## config.mk

```make
export PLATFORM = sky130hd
export DESIGN_NAME = vga_sync_timing
export DESIGN_NICKNAME = d
export VERILOG_FILES = /design/src/rtl/vga_timing_pkg.sv /design/src/rtl/vga_wrap_counter.sv /design/src/rtl/vga_sync_timing.sv
export SDC_FILE = /design/constraint.sdc
export NUM_CORES = 1
export LEC_CHECK = 0
export BUFFER_PORTS_ARGS = -buffer_cell sky130_fd_sc_hd__buf_2
export CORE_MARGIN = 1
export CORE_UTILIZATION = 54
export CTS_CLUSTER_SIZE = 28
export DETAILED_ROUTE_END_ITERATION = 6
export GPL_TIMING_DRIVEN = 0
export PLACE_DENSITY_LB_ADDON = 0.15
export REMOVE_ABC_BUFFERS = 1
export SLEW_MARGIN = 10
export SYNTH_ARGS = -nofsm -noshare
export SYNTH_HDL_FRONTEND = slang
export SYNTH_SLANG_ARGS = --single-unit
```

## constraint.sdc

```tcl
create_clock -name clk -period 3.05 [get_ports clk]
set_input_delay 0.305 -clock clk [delete_from_list [all_inputs] [get_ports clk]]
set_output_delay 0.305 -clock clk [all_outputs]
set_load 0.005 [all_outputs]
```

## src/rtl/vga_timing_pkg.sv

```systemverilog
// vga_timing_pkg: 640x480@60Hz raster timing constants shared by the sync generator and drawing logic.
// Latency: n/a (constants and a pure helper function only).
// Backpressure: n/a.
// Contents: CNT_W / cnt_t (10-bit counter type), H_* / V_* active, porch, sync and total values,
//           derived sync window bounds, in_range() half-open window test.
package vga_timing_pkg;

   localparam int CNT_W = 10;
   typedef logic [CNT_W-1:0] cnt_t;

   localparam cnt_t H_ACTIVE = 10'd640;
   localparam cnt_t H_FP     = 10'd16;
   localparam cnt_t H_SYNC   = 10'd96;
   localparam cnt_t H_BP     = 10'd48;
   localparam cnt_t H_TOTAL  = H_ACTIVE + H_FP + H_SYNC + H_BP;   // 800

   localparam cnt_t V_ACTIVE = 10'd480;
   localparam cnt_t V_FP     = 10'd10;
   localparam cnt_t V_SYNC   = 10'd2;
   localparam cnt_t V_BP     = 10'd33;
   localparam cnt_t V_TOTAL  = V_ACTIVE + V_FP + V_SYNC + V_BP;   // 525

   // Sync windows are half-open: [start, end)
   localparam cnt_t H_SYNC_START = H_ACTIVE + H_FP;               // 656
   localparam cnt_t H_SYNC_END   = H_SYNC_START + H_SYNC;         // 752
   localparam cnt_t V_SYNC_START = V_ACTIVE + V_FP;               // 490
   localparam cnt_t V_SYNC_END   = V_SYNC_START + V_SYNC;         // 492

   function automatic logic in_range(input cnt_t v, input cnt_t lo, input cnt_t hi);
      return (v >= lo) && (v < hi);
   endfunction

endpackage

```

## src/rtl/vga_wrap_counter.sv

```systemverilog
// vga_wrap_counter: 10-bit counter 0..TERM, advancing when en is high and wrapping to 0 after TERM.
// Latency: count updates 1 clk after en; count_nxt and wrap are combinational views of the next edge.
// Backpressure: none; en is the only advance control.
// Ports: clk, reset (sync, active-high), en, count (registered), count_nxt (value after next edge),
//        wrap (1 on the cycle whose edge takes count from TERM back to 0).
module vga_wrap_counter
   import vga_timing_pkg::*;
#(
   parameter cnt_t TERM = 10'd1023
) (
   input  logic clk,
   input  logic reset,
   input  logic en,
   output cnt_t count,
   output cnt_t count_nxt,
   output logic wrap
);

   always_comb begin
      wrap      = en && (count == TERM);
      count_nxt = count;
      if (wrap)
         count_nxt = '0;
      else if (en)
         count_nxt = count + cnt_t'(1);
   end

   always_ff @(posedge clk) begin
      if (reset)
         count <= '0;
      else
         count <= count_nxt;
   end

endmodule

```

## src/rtl/vga_sync_timing.sv

```systemverilog
// vga_sync_timing: VGA 640x480@60Hz raster counters, h/v sync and display-enable from a 25 MHz pixel clock.
// Latency: every output is a flop; syncs/enable are decoded from next-state counters, so zero skew to X/Y.
// Backpressure: none; free-running raster.
// Ports: clk, reset (sync, active-high), vga_h_sync, vga_v_sync, inDisplayArea, CounterX[9:0], CounterY[9:0].
// Build option: HVSYNC_ACTIVE_HIGH_EN makes both syncs active-high (reset value 0); default is active-low.
module vga_sync_timing
   import vga_timing_pkg::*;
(
   input  logic       clk,
   input  logic       reset,
   output logic       vga_h_sync,
   output logic       vga_v_sync,
   output logic       inDisplayArea,
   output logic [9:0] CounterX,
   output logic [9:0] CounterY
);

`ifdef HVSYNC_ACTIVE_HIGH_EN
   localparam logic SYNC_ON = 1'b1;
`else
   localparam logic SYNC_ON = 1'b0;
`endif

   cnt_t x_cnt, x_nxt, y_cnt, y_nxt;
   logic x_wrap, y_wrap;
   logic run;

   // The raster holds at (0,0) for the first edge after reset so that the first
   // post-reset cycle presents X=0,Y=0 with the enable/sync flops already decoded
   // for that position (inDisplayArea=1), instead of skipping pixel 0.
   vga_wrap_counter #(.TERM(H_TOTAL - 10'd1)) u_h_cnt (
      .clk       (clk),
      .reset     (reset),
      .en        (run),
      .count     (x_cnt),
      .count_nxt (x_nxt),
      .wrap      (x_wrap)
   );

   vga_wrap_counter #(.TERM(V_TOTAL - 10'd1)) u_v_cnt (
      .clk       (clk),
      .reset     (reset),
      .en        (x_wrap),
      .count     (y_cnt),
      .count_nxt (y_nxt),
      .wrap      (y_wrap)
   );

   always_ff @(posedge clk) begin
      if (reset) begin
         run           <= 1'b0;
         vga_h_sync    <= ~SYNC_ON;
         vga_v_sync    <= ~SYNC_ON;
         inDisplayArea <= 1'b0;
      end else begin
         run           <= 1'b1;
         vga_h_sync    <= in_range(x_nxt, H_SYNC_START, H_SYNC_END) ? SYNC_ON : ~SYNC_ON;
         vga_v_sync    <= in_range(y_nxt, V_SYNC_START, V_SYNC_END) ? SYNC_ON : ~SYNC_ON;
         inDisplayArea <= (x_nxt < H_ACTIVE) && (y_nxt < V_ACTIVE);
      end
   end

   assign CounterX = x_cnt;
   assign CounterY = y_cnt;

   // Frame wrap is implied by the counters themselves; nothing downstream needs it.
   logic unused_y_wrap;
   assign unused_y_wrap = y_wrap;

endmodule

```

=== Word-level counts from Yosys, hierarchy flattened ===
Index checks and enable logic that the tools add are counted.

* Bits in registers: 24
* Input port bits: 2
* Output and inout port bits: 23
* Word-level logic and storage cells: 28

* Add/subtract/negate cells: 2
* Order comparisons: 6
* Eq/ne operators: 2
* Mux-type cells: 7
* Reduce and logical (&&, ||, !) cells: 5

{| class="wikitable"
|+ Operator list
! operator !! number
|-
| 10-bit two-way mux || 4
|-
| 10-bit by 1-bit adder with 10-bit output, second input constant || 2
|-
| 10-bit == test, second input constant || 2
|-
| 10-bit less-than comparator, second input constant || 2
|-
| 10-bit by 9-bit less-than comparator with 1-bit output, second input constant || 2
|-
| 10-bit greater-or-equal comparator, second input constant || 1
|-
| 10-bit by 9-bit greater-or-equal comparator with 1-bit output, second input constant || 1
|-
| 1-bit logical AND || 5
|-
| 1-bit two-way mux || 3
|}

=== Longest topological paths before layout ===
* Word-level depth: 7
* Depth in mapped cells: 8
* Mapped depth without buffers: 8

=== By module ===
A second synthesis with hierarchy kept.

* Cells, all modules: 138
* Area total of the unflattened synthesis: 1252.5 um^2

{| class="wikitable"
|+ By module, submodules not included
! module !! times used !! cells each !! area an instance (um^2) !! sequential area each (um^2)
|-
| vga_wrap_counter (u_v_cnt) || 1 || 65 || 570.5 || 200.2
|-
| vga_wrap_counter (u_h_cnt) || 1 || 59 || 531.8 || 200.2
|-
| vga_sync_timing || 1 || 14 || 150.1 || 80.1
|}

=== Least setup slack after synthesis ===
Ideal clock, no wire load.

* Path kind: reg2reg
* From: register u_h_cnt.count[0]
* To: register vga_v_sync
* Library setup time: 0.137 ns
* Data arrival time: 2.096 ns
* Required time: 2.913 ns
* Slack: 0.817 ns
* Cell stages (with the launch flop): 9
* Buffers on the path: 1
* Clock period less this slack: 2.233 ns
* Cells stage by stage: dfxtp_1 ha_1 nand3_1 or4_1 clkbuf_2 nor4_4 o221ai_1 a22oi_2 o2111ai_1

* Word-level cells in the longest chain between the ends: 7
* Elaborated cells between the ends (all ways): 9
* Those cells by class: order compare: 2; eq/ne: 1; mux: 3; reduce/logical: 3

{| class="wikitable"
|+ RTL lines
! item !! line !! text
|-
| start, declared || vga_wrap_counter.sv:14 || <nowiki>output cnt_t count,</nowiki>
|-
| start signal, assigned || vga_wrap_counter.sv:32 || <nowiki>count <= count_nxt;</nowiki>
|-
| 10-bit == test (*) || vga_wrap_counter.sv:20 || <nowiki>wrap = en && (count == TERM);</nowiki>
|-
| 1-bit logical AND (*) || vga_wrap_counter.sv:20 ||
|-
| 10-bit two-way mux / 1-bit logical AND (equally long branches) || vga_wrap_counter.sv:24, vga_wrap_counter.sv:20 ||
|-
| 10-bit two-way mux (*) || vga_wrap_counter.sv:22 || <nowiki>if (wrap)</nowiki>
|-
| 10-bit by 9-bit greater-or-equal comparator with 1-bit output / 10-bit by 9-bit less-than comparator with 1-bit output (equally long branches) || vga_timing_pkg.sv:30 || <nowiki>return (v >= lo) && (v < hi);</nowiki>
|-
| 1-bit logical AND (*) || vga_timing_pkg.sv:30 ||
|-
| 1-bit two-way mux (*) || vga_sync_timing.sv:58 || <nowiki>vga_v_sync <= in_range(y_nxt, V_SYNC_START, V_SYNC_END) ? SYNC_ON : ~SYNC_ON;</nowiki>
|-
| end signal, assigned || vga_sync_timing.sv:53 || <nowiki>vga_v_sync <= ~SYNC_ON;</nowiki>
|-
| end signal, assigned || vga_sync_timing.sv:58 ||
|-
| end, declared || vga_sync_timing.sv:12 || <nowiki>output logic vga_v_sync,</nowiki>
|}

Every way passes the cells marked *; elsewhere a longest branch is shown, timed or not.
A chain may end at the register's enable or synchronous reset.

=== Worst setup path after layout ===
* From: register u_h_cnt.count[0]
* To: register inDisplayArea

* Word-level cells in the longest chain between the ends: 6
* Elaborated cells between the ends (all ways): 11
* Those cells by class: add/sub: 1; order compare: 2; eq/ne: 1; mux: 4; reduce/logical: 3

{| class="wikitable"
|+ RTL lines
! item !! line !! text
|-
| branches (longest 5 deep; another with 10-bit by 1-bit adder with 10-bit output) || - ||
|-
| 1-bit logical AND (*) || vga_sync_timing.sv:59 || <nowiki>inDisplayArea <= (x_nxt < H_ACTIVE) && (y_nxt < V_ACTIVE);</nowiki>
|-
| end signal, assigned || vga_sync_timing.sv:59 ||
|-
| end, declared || vga_sync_timing.sv:13 || <nowiki>output logic inDisplayArea,</nowiki>
|}

Every way passes the cells marked *.

==> reports/summary.txt <==
CTS Sinks: 24
Root buffer cell: clkbuf_4
Worst Path Arrival: 2.94 ns
Post-CTS sizing: 0
Post-Syn Instances: 158
Fillers: 202
Final Max Slew Viols: 0
Worst setup EP type: flip-flop
Final setup violation count: 0
Crit path max-delay family: simple AND/OR/NAND/NOR gates
WP data required: 3.26 ns
Sequential cell area: 480 um^2
Die Area: 2590 um^2
First-pass GRT wire length: 4.51 mm
Post-CTS setup buffers: 0
Max cap viols: 0
Critical path buffer and inverter count: 0
Cell-by-cell trace of the critical path: ha_1 -> nand3_1 -> nor4_4 -> a31oi_1 -> o31ai_1 -> a22oi_2 -> a2111oi_0
H-tree depth: 1
Via count of the first global-routing pass: 991
RSZ-0062 raised after global routing: false
Total track usage: 22.6%
Slowest CP cell: nor4_4
Largest net degree at the start of global routing: 17
Slew headroom: 41.0%
Area grow syn2layout: 14.0%
1st-iter DRT viols: 38
Pre-antenna DRT Iters: 4
Non-Filler Cell Area, Final: 1470 um^2
Setup TNS: 0 ns
Rows: 17
Maximum fanout along the worst path: 16
Post-DP HPWL: 1.91 mm
Starting Density: 57.8%
Clk pin slew, worst setup/hold paths: 0.14 ns
Most frequent cells in the layout: dfxtp_1 (24), buf_2 (24), nor2_1 (22), nand2_1 (17)
Vias: 1,182
Leak: 0.000585 uW
Clock Path Buffers: 2
Skew-Pair Late Insertion Delay: 0.31 ns
Hold Path Class: in -> reg
WL per Instance: 13.0 um
Fraction of the cycle the final worst path needs: 89.6%
Area of placed instances: 1420 um^2
Antenna cell count: 0
Synth Register Bits: 24
Flop2flop setup slack: 0.32 ns
Post-layout minimum cycle time: 2.73 ns
CTS tree: done
CTS hold repair buffers: 0
Port bufs: 24
Post-Syn Area: 1290 um^2
Post-route ant nets: 0
CTS buffer count: 3
Synth unique cells: 34
Primary FF master, synth: dfxtp_1
Worst Skew: 0.00512 ns
Async S/R FF share, synth: 0%
Startpoint class of the critical path: flip-flop
Post-synth EDFFs: 0
GR Overflow Total: 0
Core ar.: 2230 um^2
Status: finished clean
Initial antenna violation count: 0
Die Wd: 50.9 um
Worst-margin pin slew: 0.879 ns
Final net count: 185
Slowest stage delay, CP: 0.82 ns
Vias per inst: 5.71
Routed wire length: 2.69 mm
Final hold viol count: 0
Top Ports: 25
Area of the multi-input gates: 759 um^2
Fmax: 0.366 GHz
DRC viols: 0
Sequential element share of the synthesized area: 37.2%
Layout cells sized above 1: 18.4%
Gpl congestion: 0.850
Die Y: 50.9 um
PD cells: 389 nW/um^2
Avg Inst Size Synth: 8.16 um^2
Crit path kind: reg -> reg
Synth Warn #: 0
Worst vdd ir: 312 uV
## report_power, final
group	internal [uW]	total, uW	switching [uW]	leakage (uW)
clock network	133	232	99.7	0.0000279
logic	7.94	17.6	9.71	0.000362
registers	318	322	4.54	0.000194
## stage by stage
stage	hold slack [ns]	utilization (%)	cells	power [uW]	setup slack, ns
floorplan	0.377	-	151	338	0.800
global placement	0.547	63.5	203	346	0.396
detailed placement	0.567	63.5	203	347	0.366
CTS	0.289	65.8	207	577	0.347
global route	0.303	65.8	207	589	0.0659
finish	0.298	65.8	207	573	0.316
## cells by family after synthesis
| group | share of synthesized area [%] |
|---|---|
| AOI/OAI and AO/OA | 9.31 |
| DFF | 37.2 |
| muxes | 0.776 |
| and+or+nand+nor | 33.7 |
| xor gates and xnor gates | 12.2 |
| buffers and inverters | 3.88 |
| adders and majority gates | 2.91 |
## worst reg2reg max path: stages (launching register included)
cell and delay (ns):
dfxtp_1 0.42, ha_1 0.21, nand3_1 0.19, nor4_4 0.82, a31oi_1 0.22, o31ai_1 0.36
a22oi_2 0.15, a2111oi_0 0.27
## cell type report
cell class              instances  share of cell area (%)
well taps                      28                    2.38
clock inverters                 1                    2.04
clock buffers                   3                    1.53
flip-flops and latches         24                    32.7
inverters                       6                    1.53
multi-input cells             121                    51.7
repair buffers                 24                    8.17
## per-layer routing
metal | up-vias | share of wire (%) | GRT usage [%] | wire, um
met5 | - | 0 | 0 | 0
met4 | 0 | 0.89 | 7.41 | 24
met3 | 4 | 4.3 | 3.27 | 116
met2 | 36 | 45 | 35.1 | 1200
met1 | 547 | 50 | 31.9 | 1340
li1 | 595 | - | - | -
## sequential cells by signal (all words and copies together), names as in the netlist
signal,cells
inDisplayArea,1
run,1
u_h_cnt.count,10
u_v_cnt.count,10
vga_h_sync,1
vga_v_sync,1
## worst paths after layout
path                                             startpoint                           to  cells after the start
worst min-delay path                                  reset                  run$_DFF_P_                      2
worst min register to register  u_h_cnt.count[1]$_SDFF_PP0_  u_h_cnt.count[1]$_SDFF_PP0_                      2
worst max-delay path            u_h_cnt.count[0]$_SDFF_PP0_     inDisplayArea$_SDFF_PP0_                      7
worst max register to register  u_h_cnt.count[0]$_SDFF_PP0_     inDisplayArea$_SDFF_PP0_                      7
## cell usage after synthesis, types with 2 or more instances
library cell  number  area, um^2
clkbuf_1           6        22.5
o31ai_1            2        15.0
or4_1              3        22.5
inv_1              6        22.5
or3_1              2        12.5
nor4_4             2        42.5
o21ai_0            2        10.0
xnor2_1            9        78.8
nand3b_1           2        15.0
nand2_1           17        63.8
xor2_1             9        78.8
nand4_1            4        25.0
nor3_1            10        50.1
a21oi_1            5        25.0
nand3_1           10        50.1
and3_1             5        31.3
ha_1               3        37.5
dfxtp_1           24         480
nor2_1            22        82.6
Note: power is estimated with default switching activity, not from simulation.
